===== src/rtl/rv32_alu_seq_if.sv =====
// Request/result handshake and 16-bit adder-slice bus between the core, the ALU sequencer and the adder unit.
// slave = sequencer side, master = core / adder-unit side.
interface rv32_alu_seq_if #(
    parameter int SLICE_W = 16
);
    logic                   i_valid;
    logic                   o_ready;
    logic [2:0]             i_op;
    logic [2*SLICE_W-1:0]   i_rs1;
    logic [2*SLICE_W-1:0]   i_rs2;
    logic                   o_valid;
    logic                   i_ready;
    logic [2*SLICE_W-1:0]   o_result;
    logic                   o_carry;
    logic [SLICE_W-1:0]     o_add_op_one;
    logic [SLICE_W-1:0]     o_add_op_two;
    logic                   o_add_c_in;
    logic [1:0]             o_add_sel;
    logic [SLICE_W-1:0]     i_add_result;
    logic                   i_add_carry_out;

    modport slave (
        input  i_valid, i_op, i_rs1, i_rs2, i_ready, i_add_result, i_add_carry_out,
        output o_ready, o_valid, o_result, o_carry,
               o_add_op_one, o_add_op_two, o_add_c_in, o_add_sel
    );

    modport master (
        output i_valid, i_op, i_rs1, i_rs2, i_ready, i_add_result, i_add_carry_out,
        input  o_ready, o_valid, o_result, o_carry,
               o_add_op_one, o_add_op_two, o_add_c_in, o_add_sel
    );
endinterface


===== src/rtl/rv32_alu_seq.sv =====
// 32-bit RV32 ALU op built from two passes through a 16-bit adder slice; result valid 3 cycles after accept.
// One op in flight: o_ready is low from accept until the result is taken; result held while i_ready is low.
module rv32_alu_seq #(
    parameter int SLICE_W = 16
) (
    input  logic          i_clk,
    input  logic          i_rst,
    rv32_alu_seq_if.slave bus
);
    localparam int W = 2 * SLICE_W;

    localparam logic [2:0] OP_SUB  = 3'b001;
    localparam logic [2:0] OP_OR   = 3'b010;
    localparam logic [2:0] OP_AND  = 3'b011;
    localparam logic [2:0] OP_XOR  = 3'b100;
    localparam logic [2:0] OP_SLT  = 3'b101;
    localparam logic [2:0] OP_SLTU = 3'b110;

    typedef enum logic [1:0] {IDLE, LO, HI, DONE} state_t;

    state_t               state_q;
    logic [2:0]           op_q;
    logic [W-1:0]         rs1_q;
    logic [W-1:0]         rs2_q;
    logic [SLICE_W-1:0]   res_lo_q;
    logic                 carry_lo_q;
    logic [W-1:0]         result_q;
    logic                 carry_q;
    logic                 ready_q;
    logic                 valid_q;

    logic                 is_sub;
    logic                 is_logic;
    logic [1:0]           sel;
    logic [W-1:0]         rs2_prep;
    logic                 carry_d;
    logic                 slt_bit;
    logic [W-1:0]         sum_full;
    logic [W-1:0]         result_d;

    always_comb begin
        is_sub   = (op_q == OP_SUB) || (op_q == OP_SLT) || (op_q == OP_SLTU);
        is_logic = (op_q == OP_OR) || (op_q == OP_AND) || (op_q == OP_XOR);
        case (op_q)
            OP_OR:   sel = 2'b01;
            OP_AND:  sel = 2'b10;
            OP_XOR:  sel = 2'b11;
            default: sel = 2'b00;
        endcase
        rs2_prep = is_sub ? ~rs2_q : rs2_q;
    end

    // Slice drive is decoded from the state register so the adder sees a clean value each phase.
    always_comb begin
        bus.o_add_op_one = '0;
        bus.o_add_op_two = '0;
        bus.o_add_c_in   = 1'b0;
        bus.o_add_sel    = 2'b00;
        case (state_q)
            LO: begin
                bus.o_add_op_one = rs1_q[SLICE_W-1:0];
                bus.o_add_op_two = rs2_prep[SLICE_W-1:0];
                bus.o_add_c_in   = is_sub;
                bus.o_add_sel    = sel;
            end
            HI: begin
                bus.o_add_op_one = rs1_q[W-1:SLICE_W];
                bus.o_add_op_two = rs2_prep[W-1:SLICE_W];
                bus.o_add_c_in   = ~is_logic & carry_lo_q;
                bus.o_add_sel    = sel;
            end
            default: ;
        endcase
    end

    // Comparisons need the final carry of rs1 + ~rs2 + 1, so they resolve at the end of HI.
    always_comb begin
        carry_d  = ~is_logic & bus.i_add_carry_out;
        sum_full = {bus.i_add_result, res_lo_q};
        slt_bit  = (rs1_q[W-1] ^ rs2_q[W-1]) ? rs1_q[W-1] : ~carry_d;
        case (op_q)
            OP_SLT:  result_d = {{(W-1){1'b0}}, slt_bit};
            OP_SLTU: result_d = {{(W-1){1'b0}}, ~carry_d};
            default: result_d = sum_full;
        endcase
    end

    always_ff @(posedge i_clk) begin
        if (i_rst) begin
            state_q    <= IDLE;
            op_q       <= '0;
            rs1_q      <= '0;
            rs2_q      <= '0;
            res_lo_q   <= '0;
            carry_lo_q <= 1'b0;
            result_q   <= '0;
            carry_q    <= 1'b0;
            ready_q    <= 1'b1;
            valid_q    <= 1'b0;
        end else begin
            case (state_q)
                IDLE: begin
                    if (bus.i_valid && ready_q) begin
                        op_q    <= bus.i_op;
                        rs1_q   <= bus.i_rs1;
                        rs2_q   <= bus.i_rs2;
                        ready_q <= 1'b0;
                        state_q <= LO;
                    end
                end
                LO: begin
                    res_lo_q   <= bus.i_add_result;
                    carry_lo_q <= carry_d;
                    state_q    <= HI;
                end
                HI: begin
                    result_q <= result_d;
                    carry_q  <= carry_d;
                    valid_q  <= 1'b1;
                    state_q  <= DONE;
                end
                DONE: begin
                    if (bus.i_ready) begin
                        valid_q <= 1'b0;
                        ready_q <= 1'b1;
                        state_q <= IDLE;
                    end
                end
                default: begin
                    valid_q <= 1'b0;
                    ready_q <= 1'b1;
                    state_q <= IDLE;
                end
            endcase
        end
    end

    assign bus.o_ready  = ready_q;
    assign bus.o_valid  = valid_q;
    assign bus.o_result = result_q;
    assign bus.o_carry  = carry_q;
endmodule


===== src/flat_wrapper.sv =====
// flat-port wrapper written by rule: the top's interface ports become plain ports
module rv32_alu_seq_flat 
#(
    parameter int SLICE_W = 16
)
  (i_clk, i_rst, bus_i_valid, bus_i_op, bus_i_rs1, bus_i_rs2, bus_i_ready, bus_i_add_result, bus_i_add_carry_out, bus_o_ready, bus_o_valid, bus_o_result, bus_o_carry, bus_o_add_op_one, bus_o_add_op_two, bus_o_add_c_in, bus_o_add_sel);
  rv32_alu_seq_if #(.SLICE_W(SLICE_W)) bus_i ();
  input  logic i_clk;
  input  logic i_rst;
  input wire logic [$bits(bus_i.i_valid)-1:0] bus_i_valid;
  input wire logic [$bits(bus_i.i_op)-1:0] bus_i_op;
  input wire logic [$bits(bus_i.i_rs1)-1:0] bus_i_rs1;
  input wire logic [$bits(bus_i.i_rs2)-1:0] bus_i_rs2;
  input wire logic [$bits(bus_i.i_ready)-1:0] bus_i_ready;
  input wire logic [$bits(bus_i.i_add_result)-1:0] bus_i_add_result;
  input wire logic [$bits(bus_i.i_add_carry_out)-1:0] bus_i_add_carry_out;
  output wire logic [$bits(bus_i.o_ready)-1:0] bus_o_ready;
  output wire logic [$bits(bus_i.o_valid)-1:0] bus_o_valid;
  output wire logic [$bits(bus_i.o_result)-1:0] bus_o_result;
  output wire logic [$bits(bus_i.o_carry)-1:0] bus_o_carry;
  output wire logic [$bits(bus_i.o_add_op_one)-1:0] bus_o_add_op_one;
  output wire logic [$bits(bus_i.o_add_op_two)-1:0] bus_o_add_op_two;
  output wire logic [$bits(bus_i.o_add_c_in)-1:0] bus_o_add_c_in;
  output wire logic [$bits(bus_i.o_add_sel)-1:0] bus_o_add_sel;
  assign bus_i.i_valid = bus_i_valid;
  assign bus_i.i_op = bus_i_op;
  assign bus_i.i_rs1 = bus_i_rs1;
  assign bus_i.i_rs2 = bus_i_rs2;
  assign bus_i.i_ready = bus_i_ready;
  assign bus_i.i_add_result = bus_i_add_result;
  assign bus_i.i_add_carry_out = bus_i_add_carry_out;
  assign bus_o_ready = bus_i.o_ready;
  assign bus_o_valid = bus_i.o_valid;
  assign bus_o_result = bus_i.o_result;
  assign bus_o_carry = bus_i.o_carry;
  assign bus_o_add_op_one = bus_i.o_add_op_one;
  assign bus_o_add_op_two = bus_i.o_add_op_two;
  assign bus_o_add_c_in = bus_i.o_add_c_in;
  assign bus_o_add_sel = bus_i.o_add_sel;
  rv32_alu_seq #(.SLICE_W(SLICE_W)) u_core (.i_clk(i_clk), .i_rst(i_rst), .bus(bus_i));
endmodule

===== config.mk =====
export PLATFORM = sky130hd
export DESIGN_NAME = rv32_alu_seq_flat
export DESIGN_NICKNAME = d
export VERILOG_FILES = /design/src/rtl/rv32_alu_seq_if.sv /design/src/rtl/rv32_alu_seq.sv /design/src/flat_wrapper.sv
export SDC_FILE = /design/constraint.sdc
export NUM_CORES = 1
export LEC_CHECK = 0
export CAP_MARGIN = 10
export CORE_ASPECT_RATIO = 0.75
export CORE_MARGIN = 8
export CORE_UTILIZATION = 50
export CTS_BUF_LIST = sky130_fd_sc_hd__clkbuf_4 sky130_fd_sc_hd__clkbuf_8
export CTS_CLUSTER_SIZE = 30
export DETAILED_ROUTE_END_ITERATION = 12
export PLACE_DENSITY = 0.83
export SKIP_CTS_REPAIR_TIMING = 1
export SLEW_MARGIN = 0
export SYNTH_ARGS = -nofsm -noshare
export SYNTH_HDL_FRONTEND = slang
export SYNTH_SLANG_ARGS = --single-unit

===== constraint.sdc =====
create_clock -name i_clk -period 4.1 [get_ports i_clk]
set_clock_uncertainty 0.05 [all_clocks]
set_input_delay 0.82 -clock i_clk [delete_from_list [all_inputs] [get_ports i_clk]]
set_output_delay 0.82 -clock i_clk [all_outputs]
set_load 0.02 [all_outputs]

==> impl_metrics.csv, run 1 <==
group,metric,value,unit
run_status,status,"finished, final reports clean",
floorplanning,fp.coreArea,9740,um2
flow_run,maxCapViolCount,0,
power_and_ir_drop,p_per_area,604,nW/um2
routing,drt_iter0_markers,337,
critical_path,r2r_cells,6,
placed_design,dp_hpwl,10300,um
synthesis,synth_cell_type_count,37,
synthesis,yosys_most_used_dff,"dfxtp_1",
synthesis,synth_fp_nets,671,
power_and_ir_drop,clkPwrFrac,27.1,%
clock_network,cts_tree,"yes",
grt,grt_pass1_wl,23000,um
synthesis,synth_area_leaders,"dfxtp_1 (48%), nand2_1 (11%), a21oi_1 (7.3%)",
critical_path,r2r_setup_slack,1860,ps
sta,drv_slew,0,
power_and_ir_drop,p_leak,0.00253,uW
critical_path,slowest_delay,680,ps
worst_hold_path,whs_endpoint,"u_core.rs2_q[31]",
layout,final_cell_mix,"clkdlybuf4s50_1 (156), nand2_1 (142), dfxtp_1 (121), a21oi_1 (73), xor2_1 (31)",
clock_network,path_clk_slew,70,ps
synthesis,synth_area,5030,um2
critical_path,worstPathMaxFanout,19,
power_and_ir_drop,seqPwrFrac,37.0,%
synthesis,synth-xor-area-share,5.74,%
floorplanning,dieArea,13600,um2
synthesis,synth_top_family_by_area,"compound AO/OA/AOI/OAI gates",
routing,drtPass1Iterations,5,
layout,final_common_cell,"clkdlybuf4s50_1",
layout,drive_gt1_share,6.75,%
critical_path,critPathTopFamily,"buffers and inverters",
floorplanning,start_util,51.7,%
clock_network,cts_buffers,17,
synthesis,avgSynthCellArea,8.71,um2
routing,vias_per_cell,5.28,
critical_path,required,3230,ps
worst_hold_path,hp-start,"u_core.rs2_q[31]",
sta,slew_headroom,46.0,%
placed_design,gp_congestion,0.904,
sta,timing_worst_slew_pin_value,810,ps
synthesis,synth_compound_area_share,18.4,%
critical_path,cp_slowest_cell,"clkdlybuf4s50_1",
placed_design,placed_cell_area,6580,um2
clock_network,insertion_delay,420,ps
synthesis,ys_seq_area_share,48.1,%
power_and_ir_drop,combinationalPowerShare,35.9,%
floorplanning,core.rowCount,31,
power_and_ir_drop,p_int,2720,uW
critical_path,cp_cell_sequence,"inv_1, ha_1, buf_4, nand2_1, o22ai_1, clkdlybuf4s50_1",
routing,drcViolationCount,0,
critical_path,startpoint_type,"flip-flop",
synthesis,synth_top_area_cell,"dfxtp_1",
clock_network,clk_path_buf_depth,2,
worst_hold_path,whs_path_depth,2,
clock_network,htree_levels,4,
critical_path,cp_num_buf_inv,3,
layout,finalInstanceArea,7020,um2
synthesis,synthMuxAreaShare,3.78,%
sta,fmax,269,MHz
sta,finalSetupViolCount,0,
clock_network,cts_root_buf,"clkbuf_8",
routing,ant_nets,0,
power_and_ir_drop,switching_power,1520,uW
sta,period_share,90.8,%
critical_path,arrival,2850,ps
grt,grt-ovfl-total,0,
power_and_ir_drop,switching_share,35.9,%
sta,tns,0,ps
floorplanning,die_w,132,um
synthesis,yosysTopAreaCellShare,48.1,%
layout,area_growth,39.4,%
grt,grt_pass1_vias,4454,
synthesis,synth_edf_count,0,
synthesis,ys_ff_latch,121,
layout,fill_cells,714,
synthesis,ys_async_sr_fraction,0,%
worst_hold_path,holdCritPathClass,"reg2reg",
floorplanning,io_pins,158,
grt,grt_usage,21.0,%
grt,grt_start_max_net_pins,59,
routing,routed_wl,14600,um
power_and_ir_drop,ir_drop,0.000335,V
synthesis,synth_simple_gate_area_share,17.1,%
sta,hold_violations,0,
floorplanning,die_y,103,um
clock_network,clkSinkCount,121,
layout,nets,807,
synthesis,synthCells,578,
routing,wl_per_cell,17.0,um
critical_path,rr_endpoint,"u_core.rs1_q[16]",
synthesis,yosysWarnings,0,
synthesis,yosys.area_share.adder,1.44,%
layout,num_antenna_cells,0,
critical_path,crit_path_end_kind,"output port",
routing,vias,4528,
sta,min_period,3720,ps
placed_design,io_buffers,157,
critical_path,critPathKind,"reg2out",
sta,rsz0062_at_grt,"false",
grt,antenna_found_initial,0,
critical_path,r2r-start,"u_core.state_q[0]",
[registers in the layout (all words and copies together) (netlist names)]
signal / cells
u_core.bus.o_carry: 1
u_core.rs1_q: 32
u_core.state_q: 2
u_core.rs2_q: 32
u_core.bus.o_ready: 1
u_core.carry_lo_q: 1
u_core.res_lo_q: 16
u_core.bus.o_valid: 1
u_core.bus.o_result: 32
u_core.op_q: 3
[layout make-up]
type	count	area, um2	area share [%]
clock buffer	17	234	3.33
clock inverter	14	200	2.85
inverter	5	18.8	0.267
multi-input combinational	404	2350	33.5
sequential	121	2420	34.5
tap	132	165	2.35
timing repair buffer	165	1630	23.2
[synthesized netlist by cell type, types with 7 or more instances]
cell / number
o22ai_1: 16
mux2i_1: 19
nand2_1: 142
buf_2: 8
dfxtp_1: 121
a22o_1: 30
a21oi_1: 73
clkbuf_1: 25
a22oi_1: 17
nor2_1: 27
xor2_1: 31
nor2b_1: 18
buf_4: 7
[worst max-delay path by stage]
stage                 startpoint                   end  slack, ps  cells past startpoint
2_1_floorplan  u_core.state_q[0]        bus_o_add_c_in       1580                      6
3_3_place_gp   u_core.state_q[0]  bus_o_add_op_two[15]        980                      6
3_5_place_dp   u_core.state_q[1]   bus_o_add_op_two[1]        820                      6
4_1_cts        u_core.state_q[1]   bus_o_add_op_two[1]        330                      6
5_1_grt        u_core.state_q[1]   bus_o_add_op_two[1]        140                      6
6_report       u_core.state_q[0]   bus_o_add_op_two[1]        380                      6
[through the flow]
step / total power, uW / setup slack [ps] / utilization [%] / hold slack, ps / std cells
final: 4240 / 378 / 72.1 / 409 / 858
after global routing: 4480 / 137 / 72.1 / 430 / 858
after CTS: 4260 / 325 / 72.1 / 410 / 858
after detailed placement: 3110 / 824 / 67.6 / 400 / 827
after global placement: 3050 / 981 / 67.6 / 393 / 827
after floorplan: 2610 / 1580 / - / 386 / 578
[routing by layer]
metal  up-vias  wire (um)  global-route usage [%]
met5         -          0                       0
met4         0        300                    8.71
met3        22        799                    6.28
met2       150       6950                    34.3
met1      2138       6520                    25.7
li1       2218          -                       -
[kinds of logic (layout without fill, tap and decap cells)]
kind of cell	Yosys count	after routing
AND/OR/NAND/NOR	202	202
AO/OA/AOI/OAI	144	144
flip-flops	121	121
buffers and inverters	53	201
XOR/XNOR	33	33
multiplexers	19	19
adder cells (fa/ha/maj)	6	6
[power by group through the flow]
stage / logic (uW) / registers, uW / clock network, uW
after floorplan: 1000 / 1610 / 0
after global placement: 1470 / 1580 / 0
after detailed placement: 1520 / 1590 / 0
after CTS: 1530 / 1570 / 1160
after global routing: 1650 / 1600 / 1230
final: 1520 / 1570 / 1150
[worst min-delay path: cells and delay by family (launching register included)]
family          cells  cell delay, ps
flops               1             310
simple gates        1              50
compound gates      1              50
Power figures use the tool's default switching activity.
==> run 2: changes to the inputs <==
--- a/config.mk
+++ b/config.mk
@@ -6,13 +6,15 @@
 export NUM_CORES = 1
 export LEC_CHECK = 0
 export CAP_MARGIN = 10
+export CELL_PAD_IN_SITES_DETAIL_PLACEMENT = 2
+export CELL_PAD_IN_SITES_GLOBAL_PLACEMENT = 2
 export CORE_ASPECT_RATIO = 0.75
 export CORE_MARGIN = 8
-export CORE_UTILIZATION = 50
+export CORE_UTILIZATION = 30
 export CTS_BUF_LIST = sky130_fd_sc_hd__clkbuf_4 sky130_fd_sc_hd__clkbuf_8
 export CTS_CLUSTER_SIZE = 30
 export DETAILED_ROUTE_END_ITERATION = 12
-export PLACE_DENSITY = 0.83
+export PLACE_DENSITY = 0.86
 export SKIP_CTS_REPAIR_TIMING = 1
 export SLEW_MARGIN = 0
 export SYNTH_ARGS = -nofsm -noshare
==> run 2 against run 1 <==
Compared with the run above:
- maximum frequency shrank 3.0%
- combinational power grew 5%
- non-clock buffer count grew 3
- critical path depth is the same
- worst hold slack gained 1.7 ps
- setup slack lost 110 ps
- final area grew 1.7%
- via count grew 1.1%
- power grew 2.3%
- clock-buffer cell count grew 1
- clock power is essentially flat
==> impl_metrics.csv, run 2 (synthesized netlist as in run 1, its figures left out) <==
group,metric,value,unit
run_status,status,"finished, final reports clean",
clock_network,insertion_delay,430,ps
sta,hold_violations,0,
critical_path,cp_cell_sequence,"inv_1, ha_1, buf_4, nand2_1, o22ai_1, clkdlybuf4s50_1",
floorplanning,core.rowCount,41,
layout,final_common_cell,"clkdlybuf4s50_1",
grt,grt_pass1_vias,5156,
layout,fin_cells,944,
sta,finalSetupViolCount,0,
sta,rsz0062_at_grt,"false",
critical_path,worstPathMaxFanout,16,
critical_path,rr_endpoint,"u_core.rs2_q[7]",
clock_network,path_clk_slew,70,ps
floorplanning,fp.coreArea,16600,um2
power_and_ir_drop,p_leak,0.00256,uW
critical_path,startpoint,"u_core.state_q[0]",
sta,timing_worst_slew_pin_value,818,ps
routing,vias_per_cell,4.85,
flow_run,maxCapViolCount,0,
layout,area_growth,41.7,%
placed_design,gp_congestion,0.753,
power_and_ir_drop,p_per_area,608,nW/um2
sta,tns,0,ps
routing,drt_iter0_markers,183,
floorplanning,die_y,128,um
layout,drive_gt1_share,7.13,%
critical_path,r2r-start,"u_core.state_q[0]",
power_and_ir_drop,ir_drop,0.000211,V
routing,ant_nets,0,
grt,grt_pass1_wl,28700,um
critical_path,startpoint_type,"flip-flop",
routing,drtPass1Iterations,4,
sta,slew_headroom,45.4,%
critical_path,endpoint,"bus_o_add_op_two[3]",
clock_network,clkSinkCount,121,
grt,grt_start_max_net_pins,66,
grt,grt_usage,17.5,%
power_and_ir_drop,power,4340,uW
clock_network,htree_levels,4,
routing,vias,4577,
layout,finalInstanceArea,7130,um2
routing,routed_wl,18600,um
grt,grt-ovfl-total,0,
placed_design,placed_cell_area,6710,um2
critical_path,cp_slowest_cell,"clkdlybuf4s50_1",
floorplanning,start_util,30.3,%
sta,fmax,261,MHz
routing,drcViolationCount,0,
clock_network,cts_root_buf,"clkbuf_8",
layout,multi_input_area,2350,um2
placed_design,dp_cells,913,
worst_hold_path,hp-start,"u_core.rs2_q[31]",
critical_path,slowest_delay,660,ps
critical_path,r2r_cells,6,
clock_network,cts_buffers,17,
floorplanning,io_pins,158,
placed_design,dp_hpwl,13600,um
layout,fill_cells,1833,
sta,drv_slew,0,
sta,whs,410,ps
sta,period_share,93.6,%
critical_path,r2r_setup_slack,1770,ps
floorplanning,die_w,166,um
critical_path,crit_path_end_kind,"output port",
sta,min_period,3840,ps
layout,final_cell_mix,"clkdlybuf4s50_1 (156), nand2_1 (142), dfxtp_1 (121), a21oi_1 (73), xor2_1 (31)",
routing,wl_per_cell,19.7,um
critical_path,required,3230,ps
layout,regArea,2420,um2
worst_hold_path,holdCritPathClass,"reg2reg",
clock_network,clk_path_buf_depth,2,
placed_design,io_buffers,157,
critical_path,arrival,2970,ps
floorplanning,dieArea,21200,um2
layout,nets,810,
critical_path,critPathKind,"reg2out",
grt,antenna_found_initial,0,
clock_network,cts_tree,"yes",
layout,num_antenna_cells,0,
[run 2: cell count changes in the layout (fill, tap and decap cells not counted), sizes merged]
cell	delta
buf	+3
clkinvlp	-3
clkinv	+2
clkbuf	+1
[run 2: power by group]
group          total (uW)  internal [uW]  switching [uW]
Combinational        1590            666             929
Sequential           1580           1410             177
Clock                1160            671             489
[run 2: worst max-delay path: cells and delay by family (launching register included)]
kind	cells	cell delay, ps
AOI/OAI and AO/OA	1	310
buffers and inverters	3	1020
and+or+nand+nor	1	390
adders and majority gates	1	410
DFF	1	410
[run 2: how the worst min path moves through the flow]
stage	to	slack (ps)	cells past startpoint
after floorplan	u_core.rs2_q[31]	390	2
after global placement	u_core.rs1_q[11]	390	2
after detailed placement	u_core.bus.o_result[13]	400	1
after CTS	u_core.rs1_q[8]	420	2
after global routing	u_core.rs2_q[31]	440	2
final	u_core.rs2_q[31]	410	2
[run 2: layer usage]
layer	up-vias	global-route usage, %	part of all wire, %
met2	102	29.8	49
met1	2237	21.6	45
met4	0	5.55	1.1
li1	2219	-	-
met3	19	3.53	4.6
met5	-	0	0
[run 2: stage by stage]
stage / setup WS [ps] / utilization [%]
final: 264 / 42.9
after global routing: 25.7 / 42.9
after CTS: 197 / 42.9
after floorplan: 1580 / -
after detailed placement: 660 / 40.4
after global placement: 863 / 40.4
[run 2: cell type report]
class,instances,share of cell area (%)
well taps,215,3.77
repair buffers,168,23.1
inverters,5,0.263
clock buffers,18,3.47
clock inverters,13,2.47
multi-input cells,404,33.0
flip-flops and latches,121,34.0
==> run 3: changes to the inputs <==
--- a/config.mk
+++ b/config.mk
@@ -14,7 +14,7 @@
 export CTS_BUF_LIST = sky130_fd_sc_hd__clkbuf_4 sky130_fd_sc_hd__clkbuf_8
 export CTS_CLUSTER_SIZE = 30
 export DETAILED_ROUTE_END_ITERATION = 12
-export PLACE_DENSITY = 0.86
+export PLACE_DENSITY_LB_ADDON = 0.1
 export SKIP_CTS_REPAIR_TIMING = 1
 export SLEW_MARGIN = 0
 export SYNTH_ARGS = -nofsm -noshare
==> run 3 against run 2 <==
Compared with the run above:
- combinational power about the same
- largest power group is now sequential cells
- global-route usage is 0.64 points lower
- sequential power is essentially flat
==> impl_metrics.csv, run 3 (synthesized netlist as in run 1, its figures left out) <==
group,metric,value,unit
routing,vias_per_cell,4.80,
clock_network,htree_levels,4,
layout,finalInstanceArea,7110,um2
layout,num_antenna_cells,0,
critical_path,worstPathMaxFanout,16,
critical_path,required,3230,ps
power_and_ir_drop,power,4220,uW
sta,hold_violations,0,
clock_network,insertion_delay,430,ps
power_and_ir_drop,p_leak,0.00254,uW
grt,grt_start_max_net_pins,52,
sta,drv_slew,0,
layout,final_common_cell,"clkdlybuf4s50_1",
grt,antenna_found_initial,0,
sta,whs,413,ps
sta,min_period,3730,ps
power_and_ir_drop,seqPwrFrac,37.5,%
sta,fmax,268,MHz
floorplanning,die_y,128,um
clock_network,clkSinkCount,121,
power_and_ir_drop,clkPwrFrac,25.1,%
clock_network,path_clk_slew,80,ps
floorplanning,core.rowCount,41,
critical_path,cp_slowest_cell,"clkdlybuf4s50_1",
placed_design,dpl_worst_slack,614,ps
floorplanning,io_pins,158,
critical_path,critPathTopFamily,"buffers and inverters",
clock_network,clk_path_buf_depth,2,
layout,final_cell_mix,"clkdlybuf4s50_1 (156), nand2_1 (141), dfxtp_1 (121), a21oi_1 (73), xor2_1 (31)",
critical_path,slowest_delay,670,ps
sta,fin_ws,371,ps
floorplanning,fp.coreArea,16600,um2
grt,grt_pass1_wl,28000,um
sta,timing_worst_slew_pin_value,697,ps
routing,routed_wl,17800,um
power_and_ir_drop,ir_drop,0.000232,V
placed_design,io_buffers,157,
sta,rsz0062_at_grt,"false",
placed_design,placed_cell_area,6710,um2
routing,drcViolationCount,0,
floorplanning,start_util,30.3,%
placed_design,dp_hpwl,13000,um
layout,regArea,2420,um2
critical_path,crit_path_end_kind,"output port",
power_and_ir_drop,combinationalPowerShare,37.4,%
clock_network,cts_tree,"yes",
critical_path,cp_num_buf_inv,2,
routing,drt_iter0_markers,152,
grt,grt-ovfl-total,0,
flow_run,maxCapViolCount,0,
power_and_ir_drop,p_int,2620,uW
floorplanning,die_w,166,um
critical_path,startpoint_type,"flip-flop",
critical_path,critPathKind,"reg2out",
critical_path,arrival,2860,ps
routing,ant_nets,0,
grt,grt_usage,16.8,%
routing,drtPass1Iterations,4,
sta,tns,0,ps
clock_network,cts_buffers,17,
layout,fill_cells,1852,
layout,drive_gt1_share,7.40,%
placed_design,gp_congestion,0.762,
routing,wl_per_cell,18.8,um
power_and_ir_drop,p_per_area,594,nW/um2
run_status,status,"finished, final reports clean",
layout,multi_input_area,2350,um2
worst_hold_path,holdCritPathClass,"reg2reg",
grt,grt_pass1_vias,5130,
routing,vias,4536,
clock_network,cts_root_buf,"clkbuf_8",
power_and_ir_drop,switching_power,1600,uW
layout,nets,810,
sta,slew_headroom,53.5,%
sta,finalSetupViolCount,0,
sta,period_share,90.9,%
power_and_ir_drop,switching_share,38.0,%
floorplanning,dieArea,21200,um2
layout,area_growth,41.1,%
critical_path,cp_cell_sequence,"inv_1, ha_1, nand2_1, o22ai_1, clkdlybuf4s50_1",
## run 3: cell count changes in the layout (fill, tap and decap cells not counted), sizes merged
| cell | previous run | this run |
|---|---|---|
| bufinv | 4 | 2 |
| clkinv | 5 | 6 |
| clkinvlp | 3 | 4 |
| inv | 6 | 7 |
## run 3: stage by stage
stage,std cells,utilization [%]
after global placement,913,40.4
after detailed placement,913,40.4
final,945,42.8
after CTS,945,42.7
after floorplan,578,-
after global routing,945,42.8
## run 3: cell type report
cell class | instances | share of cell area [%]
clock buffer | 18 | 3.40
tap | 215 | 3.79
inverter | 5 | 0.264
multi-input combinational | 404 | 33.1
sequential | 121 | 34.1
clock inverter | 14 | 2.10
timing repair buffer | 168 | 23.2
## run 3: layer usage
layer  vias to the layer above  routed length, um  track usage (%)
li1                       2228                  -                -
met1                      2194               8290             21.3
met2                       103               8440             27.8
met3                        11                901             4.11
met4                         0                152             4.77
met5                         -                  0                0
## run 3: power by group through the flow
stage                     combinational, uW  sequential [uW]  clock [uW]
after floorplan                        1000             1610           0
after global placement                 1540             1590           0
after detailed placement               1600             1610           0
after CTS                              1610             1590        1100
after global routing                   1740             1610        1150
final                                  1580             1580        1060
## run 3: path summary, 6_finish.rpt
| check | from | endpoint | slack (ps) | cells past startpoint |
|---|---|---|---|---|
| hold / removal | u_core.rs1_q[25] | u_core.rs1_q[25] | 410 | 2 |
| hold reg to reg | u_core.rs1_q[25] | u_core.rs1_q[25] | 410 | 2 |
| setup / recovery | u_core.state_q[0] | bus_o_add_op_two[15] | 370 | 5 |
| setup reg to reg | u_core.state_q[0] | u_core.rs1_q[19] | 1950 | 6 |
## run 3: tightest hold or removal path: stages, from the launching register on
cell	delay (ps)
dfxtp_1	310
nand2_1	50
a21oi_1	50
